File: src/rtl/i2s_stereo_tx.sv
// Philips I2S stereo transmitter: pops the L/R sample FIFOs in lock-step once per
// frame and serialises both words MSB first with internally generated BCLK/LRCK.
module i2s_stereo_tx #(
    parameter int DATA_WIDTH = 24,
    parameter int SLOT_BITS  = 32,
    parameter int BCLK_DIV   = 8
) (
    input  logic                  clk,
    input  logic                  rst_n,
    input  logic                  enable,
    input  logic [DATA_WIDTH-1:0] l_rd_data,
    input  logic                  l_empty,
    output logic                  l_rd_en,
    input  logic [DATA_WIDTH-1:0] r_rd_data,
    input  logic                  r_empty,
    output logic                  r_rd_en,
    output logic                  i2s_bclk,
    output logic                  i2s_lrck,
    output logic                  i2s_sdata,
    output logic                  underrun,
    output logic [15:0]           underrun_cnt
);
    localparam int DIV_W = (BCLK_DIV > 2) ? $clog2(BCLK_DIV) : 1;
    localparam int BIT_W = $clog2(2 * SLOT_BITS);
    localparam int IDX_W = (DATA_WIDTH > 2) ? $clog2(DATA_WIDTH) : 1;

    localparam logic [DIV_W-1:0] DIV_LAST = DIV_W'(BCLK_DIV - 1);
    localparam logic [DIV_W-1:0] DIV_HALF = DIV_W'(BCLK_DIV / 2);
    localparam logic [BIT_W-1:0] BIT_LAST = BIT_W'(2 * SLOT_BITS - 1);
    localparam logic [BIT_W-1:0] SLOT     = BIT_W'(SLOT_BITS);
    localparam logic [BIT_W-1:0] DW       = BIT_W'(DATA_WIDTH);

    typedef enum logic [1:0] {IDLE, WAIT, RD, LATCH} state_t;

    state_t                state, state_nxt;
    logic [DIV_W-1:0]      div_cnt, div_nxt;
    logic [BIT_W-1:0]      bit_cnt, bit_nxt;
    logic [BIT_W-1:0]      pos;
    logic [DATA_WIDTH-1:0] l_word, r_word, word;
    logic                  frame_start, silent;
    logic                  lrck_nxt, sdata_nxt;

    always_ff @(posedge clk) begin
        if (!rst_n) state <= IDLE;
        else        state <= state_nxt;
    end

    // Counters idle at zero so that leaving IDLE is itself a frame start.
    always_comb begin
        state_nxt   = state;
        div_nxt     = div_cnt;
        bit_nxt     = bit_cnt;
        frame_start = 1'b0;
        silent      = 1'b0;
        case (state)
            IDLE: begin
                div_nxt = '0;
                bit_nxt = '0;
                if (enable) frame_start = 1'b1;
            end
            default: begin
                if (div_cnt == DIV_LAST) begin
                    div_nxt = '0;
                    if (bit_cnt == BIT_LAST) begin
                        bit_nxt = '0;
                        if (enable) frame_start = 1'b1;
                        else        state_nxt   = IDLE;
                    end else begin
                        bit_nxt = bit_cnt + 1'b1;
                    end
                end else begin
                    div_nxt = div_cnt + 1'b1;
                end
                if (state == RD)         state_nxt = LATCH;
                else if (state == LATCH) state_nxt = WAIT;
            end
        endcase
        // Only pop when both sides have data, otherwise the channels would slip.
        if (frame_start) begin
            if (!l_empty && !r_empty) begin
                state_nxt = RD;
            end else begin
                state_nxt = WAIT;
                silent    = 1'b1;
            end
        end
    end

    // Serial outputs are computed from next-state counters and registered.
    always_comb begin
        lrck_nxt  = (bit_nxt >= SLOT);
        pos       = lrck_nxt ? (bit_nxt - SLOT) : bit_nxt;
        word      = lrck_nxt ? r_word : l_word;
        sdata_nxt = 1'b0;
        if (pos != '0 && pos <= DW)
            sdata_nxt = word[IDX_W'(DATA_WIDTH - int'(pos))];
    end

    always_ff @(posedge clk) begin
        if (!rst_n) begin
            div_cnt      <= '0;
            bit_cnt      <= '0;
            l_word       <= '0;
            r_word       <= '0;
            l_rd_en      <= 1'b0;
            r_rd_en      <= 1'b0;
            i2s_bclk     <= 1'b0;
            i2s_lrck     <= 1'b0;
            i2s_sdata    <= 1'b0;
            underrun     <= 1'b0;
            underrun_cnt <= '0;
        end else begin
            div_cnt   <= div_nxt;
            bit_cnt   <= bit_nxt;
            i2s_bclk  <= (div_nxt >= DIV_HALF);
            i2s_lrck  <= lrck_nxt;
            i2s_sdata <= sdata_nxt;
            l_rd_en   <= (state_nxt == RD);
            r_rd_en   <= (state_nxt == RD);
            underrun  <= silent;
            if (silent) begin
                l_word <= '0;
                r_word <= '0;
                if (underrun_cnt != 16'hFFFF) underrun_cnt <= underrun_cnt + 16'd1;
            end else if (state == LATCH) begin
                l_word <= l_rd_data;
                r_word <= r_rd_data;
            end
        end
    end

endmodule

File: config.mk
export PLATFORM = sky130hd
export DESIGN_NAME = i2s_stereo_tx
export DESIGN_NICKNAME = d
export VERILOG_FILES = /design/src/rtl/i2s_stereo_tx.sv
export SDC_FILE = /design/constraint.sdc
export NUM_CORES = 1
export LEC_CHECK = 0
export BUFFER_PORTS_ARGS = -buffer_cell sky130_fd_sc_hd__buf_4
export CORE_MARGIN = 2
export CORE_UTILIZATION = 40
export DETAILED_ROUTE_END_ITERATION = 6
export HOLD_SLACK_MARGIN = 0.08
export MAX_ROUTING_LAYER = met4
export PLACE_DENSITY_LB_ADDON = 0.25
export SYNTH_ARGS = -nofsm -noshare
export SYNTH_HDL_FRONTEND = slang
export SYNTH_SLANG_ARGS = --single-unit
export TNS_END_PERCENT = 1
File: constraint.sdc
create_clock -name clk -period 3.9 [get_ports clk]
set_input_delay 0.39 -clock clk [delete_from_list [all_inputs] [get_ports clk]]
set_output_delay 0.39 -clock clk [all_outputs]
set_load 0.01 [all_outputs]
; Word level (Yosys, flattened, before mapping)
; Cells that the tools add are included.
; Widths: inputs -> output; s select.
[totals]
regBits = 80
in_bits = 53
output_inout_bits = 22
wordCells = 60
[classes]
add_sub_neg = 5
magnitude_cmp = 4
eq_ne = 6
n_mux = 24
bitwise = 1
n_reduce_logical = 9
[ops]
columns = operator, count
row1 = $mux 24, 1
row2 = $mux 6, 4
row3 = $add 16x1->16 const B, 1
row4 = $mux 2, 8
row5 = $ne 16x16->1 const B, 1
row6 = $mux 1, 8
row7 = $lt 5x7->1 const B, 1
row8 = $add 6x1->6 const B, 1
row9 = $eq 2x2->1 const B, 3
row10 = $eq 6x6->1 const B, 1
row11 = $ge 6x6->1 const B, 1
row12 = $le 6x5->1 const B, 1
row13 = $mux 3, 2
row14 = $reduce_bool 6->1, 1
row15 = $sub 6x6->6 const B, 1
row16 = $bmux 1 s5, 1
row17 = $sub 5x5->5 const A, 1
row18 = $reduce_and 2->1, 2
row19 = $add 3x1->3 const B, 1
row20 = $eq 3x3->1 const B, 1
row21 = $ge 3x3->1 const B, 1
row22 = $logic_and 1x1->1, 2
row23 = $logic_not 1->1, 2
row24 = $logic_not 2->1, 1
row25 = other kinds (2), 2

; Depth between registers and ports, before layout
[depth]
word_depth = 10
ltp_mapped = 15
ltp_nobuf = 12

; Least setup slack after synthesis
; Ideal clock, no wire load.
[synth_timing]
path_type = register -> register
from = reg div_cnt[0]
to = reg i2s_sdata
setup_ps = 117
arrival_time_ps = 3019
required_time_ps = 3783
path_slack_ps = 764
stages_incl_launch_ff = 14
path_buffers = 3
synth_period_minus_slack_ps = 3136
path_cell_list = dfxtp_1 > ha_1 > ha_1 > and3_1 > buf_2 > a211oi_4 > inv_2 > buf_6 > ha_1 > clkbuf_1 > mux4_2 > a21oi_1 > o21ai_0 > a22o_1
[synth_between]
elab_chain_cells = 9
elab_cells_between_ends = 15
classes_between = 2 x add/sub / 2 x order compare / 1 x eq/ne / 7 x mux / 3 x reduce/logical
[synth_rtl]
columns = element, line
row1 = "start, declared", 36  ; logic [DIV_W-1:0] div_cnt, div_nxt;
row2 = "start signal, assigned", 113  ; div_cnt <= div_nxt;
row3 = $eq 3x3->1 (*), 62  ; if (div_cnt == DIV_LAST) begin
row4 = $mux 6 (*), 62
row5 = $mux 6 (*), 55  ; case (state)
row6 = $sub 6x6->6 or $ge 6x6->1 (tied branches), "92, 91"
row7 = $mux 6, 92  ; pos = lrck_nxt ? (bit_nxt - SLOT) : bit_nxt;
row8 = $sub 5x5->5, 96  ; sdata_nxt = word[IDX_W'(DATA_WIDTH - int'(pos))];
row9 = $bmux 1 s5, 96
row10 = $mux 1 (implied by the code) (2 in series), 96
row11 = "end signal, assigned", 117  ; i2s_sdata <= sdata_nxt;
row12 = "end, declared", 19  ; output logic i2s_sdata,
; Every way passes the cells marked *; elsewhere a longest branch is shown, timed or not. The select of a mux whose other input is x is not followed.
; A chain may end at the register's enable or synchronous reset.

; Worst setup path in the final report
; Ends and elaborated chain as after synthesis.

==> flow_summary.yaml <==
run_status:
  outcome: "complete, no violations"
timing:
  fmax_mhz: 292
  setup_tns_ps: 0
  rsz0062_at_grt: "false"
  hold_viol: 0
  post-route-min-period_ps: 3420
  finalSetupViolations: 0
  worstMarginPinSlew_ps: 859
  clock_skew_ps: 11.7
  finalMaxSlewViolations: 0
  period_share_pct: 87.7
  relSlewSlack_pct: 42.5
clock_network:
  hold_buffers: 0
  clkLatencyLatePin_ps: 350
  cts_root_buf: "clkbuf_8"
  cts_made_buffers: 9
  cts.sinks: 79
  tritoncts: "yes"
  post-cts-setup-buffer-count: 0
  htree_levels: 3
  clock_path_buffers: 2
  clk_pin_slew_worst_paths_ps: 80
  cts-resized-gates: 0
place:
  dp.final_hpwl_mm: 7.39
  post-place-cells: 631
  routabilityCongestion: 0.967
  portBuffers: 74
critical_path:
  crit_required_ps: 4150
  startpoint_type: "register"
  worstPathArrival_ps: 3670
  cp-end-kind: "register"
  worstPathMaxFanout: 14
  rrSetupSlack_ps: 480
  critical_path_class: "register to register"
final_layout:
  nFillCells: 924
  drive_gt1_share_pct: 21.6
  fin_nets: 589
  area_growth_pct: 21.6
  n_antenna_cell: 0
  fin_cells: 647
  regArea_um2: 1580
  mostFrequentLayoutCells: "121 x nand2_1, 81 x buf_4, 79 x dfxtp_1, 58 x a21oi_1, 28 x nor2_1"
  multi_input_area_um2: 2020
  layout_commonest_cell: "nand2_1"
synthesis:
  synthFlopType: "dfxtp_1"
  async_flop_share_pct: 0
  synth_xor_area_share_pct: 3.97
  synthSimpleGateAreaFrac_pct: 24.7
  synth_adder_area_share_pct: 1.67
  synth_fp_nets: 522
  syn_avg_cell_area_um2: 8.08
  yosys_warnings: 0
  netlist_area_um2: 3750
  ys_seq_area_share_pct: 42.2
  synthCells: 464
  synth_top_family_by_area: "simple AND/OR/NAND/NOR gates"
  muxShareOfSynthArea_pct: 2.87
  synth_compound_area_share_pct: 20.7
  yosysUniqueCellTypes: 68
  synth-edff-count: 0
  ys_ff_latch: 79
power:
  irDropWorstVdd_v: 0.000162
  p_leak_nw: 1.66
  power.density_nw_per_um2: 332
grt:
  antenna_found_initial: 0
  grt_pass1_vias: 3358
  grt_pass1_wl_mm: 16.8
  grt.overflow.total: 0
  grt_max_degree: 50
  grt_usage_pct: 21.4
detailed_routing:
  first_pass_iters: 4
  antenna_left: 0
  drc_errors: 0
  drt-total-wl_mm: 10.2
  first_iter_violations: 178
  drt-wirelength-per-cell_um: 15.7
  vias: 3507
  viasPerCell: 5.42
flow_run:
  drv_cap: 0
floorplan:
  rows: 35
  die_area_um2: 10200
  core_area_um2: 9150
  io_pins: 75
  fp.dieW_um: 101
  die_h_um: 101
  initial_core_util_pct: 41.0
worst_hold_path:
  hp-class: "input pin to register"
## cell families after synthesis
kind of cell,after synthesis
DFF,79
adders and majority gates,5
and+or+nand+nor,203
xor gates and xnor gates,17
buffers and inverters,34
muxes,8
AOI/OAI and AO/OA,118
## routing by layer
layer	global-route usage [%]	share of wire (%)	vias up
met4	6.64	0.91	0
met1	30.2	50	1652
li1	-	-	1763
met2	31.7	45	81
met3	3.12	4.0	11
met5	-	0	-
## report_power, final
group	internal (mW)	switching (mW)
sequential	0.821	0.0113
clock	0.248	0.303
combinational	0.0596	0.0732
total	1.13	0.387
## layout make-up
cell class | instances | area share (%)
inverter | 9 | 0.741
tap | 111 | 3.05
clock buffer | 11 | 3.10
clock inverter | 5 | 0.741
sequential | 79 | 34.7
multi-input combinational | 351 | 44.4
timing repair buffer | 81 | 13.3
## cell usage after synthesis (5+ instances only)
cell type	number	area, um^2
clkbuf_1	18	67.6
nor2_1	28	105
a31oi_1	6	37.5
o21ai_0	12	60.1
nand3_1	8	40.0
xor2_1	8	70.1
inv_1	8	30.0
nand2_1	121	454
or3_1	6	37.5
a21oi_1	58	290
ha_1	5	62.6
nand4_1	8	50.1
xnor2_1	9	78.8
and3_1	5	31.3
dfxtp_1	79	1580
nor3_1	8	40.0
## path summary, 6_finish.rpt
check	start	end	cells after the start
setup / recovery	div_cnt[0]$_SDFF_PN0_	i2s_sdata$_SDFF_PN0_	12
hold / removal	l_empty	r_rd_en$_SDFF_PN0_	2
setup reg to reg	div_cnt[0]$_SDFF_PN0_	i2s_sdata$_SDFF_PN0_	12
hold reg to reg	div_cnt[0]$_SDFF_PN0_	div_cnt[0]$_SDFF_PN0_	1
## critical path, stage by stage, from the launching register on
cell	delay (ps)
dfxtp_1	320
ha_1	200
ha_1	370
and3_1	390
a211oi_4	350
inv_2	70
ha_1	290
a2111oi_1	390
nor4b_1	280
a311o_1	180
o41ai_1	90
o211a_1	210
a22o_1	190
## per-stage QoR
stage	utilization, %	worst slack, ps	instance area, um^2	hold slack, ps	power (mW)
floorplan	-	764	3750	407	0.916
global placement	47.9	602	4390	417	0.984
detailed placement	47.9	515	4390	427	0.985
CTS	49.8	500	4560	189	1.53
global route	49.8	162	4560	206	1.58
finish	49.8	478	4560	205	1.52
## state kept, by name, indices dropped and copies added, names as in the netlist
name	count
bit_cnt	6
div_cnt	2
i2s_bclk	1
i2s_lrck	1
i2s_sdata	1
l_word	24
r_rd_en	1
r_word	24
state	2
underrun	1
underrun_cnt	16
(Power assumes the default switching activity.)
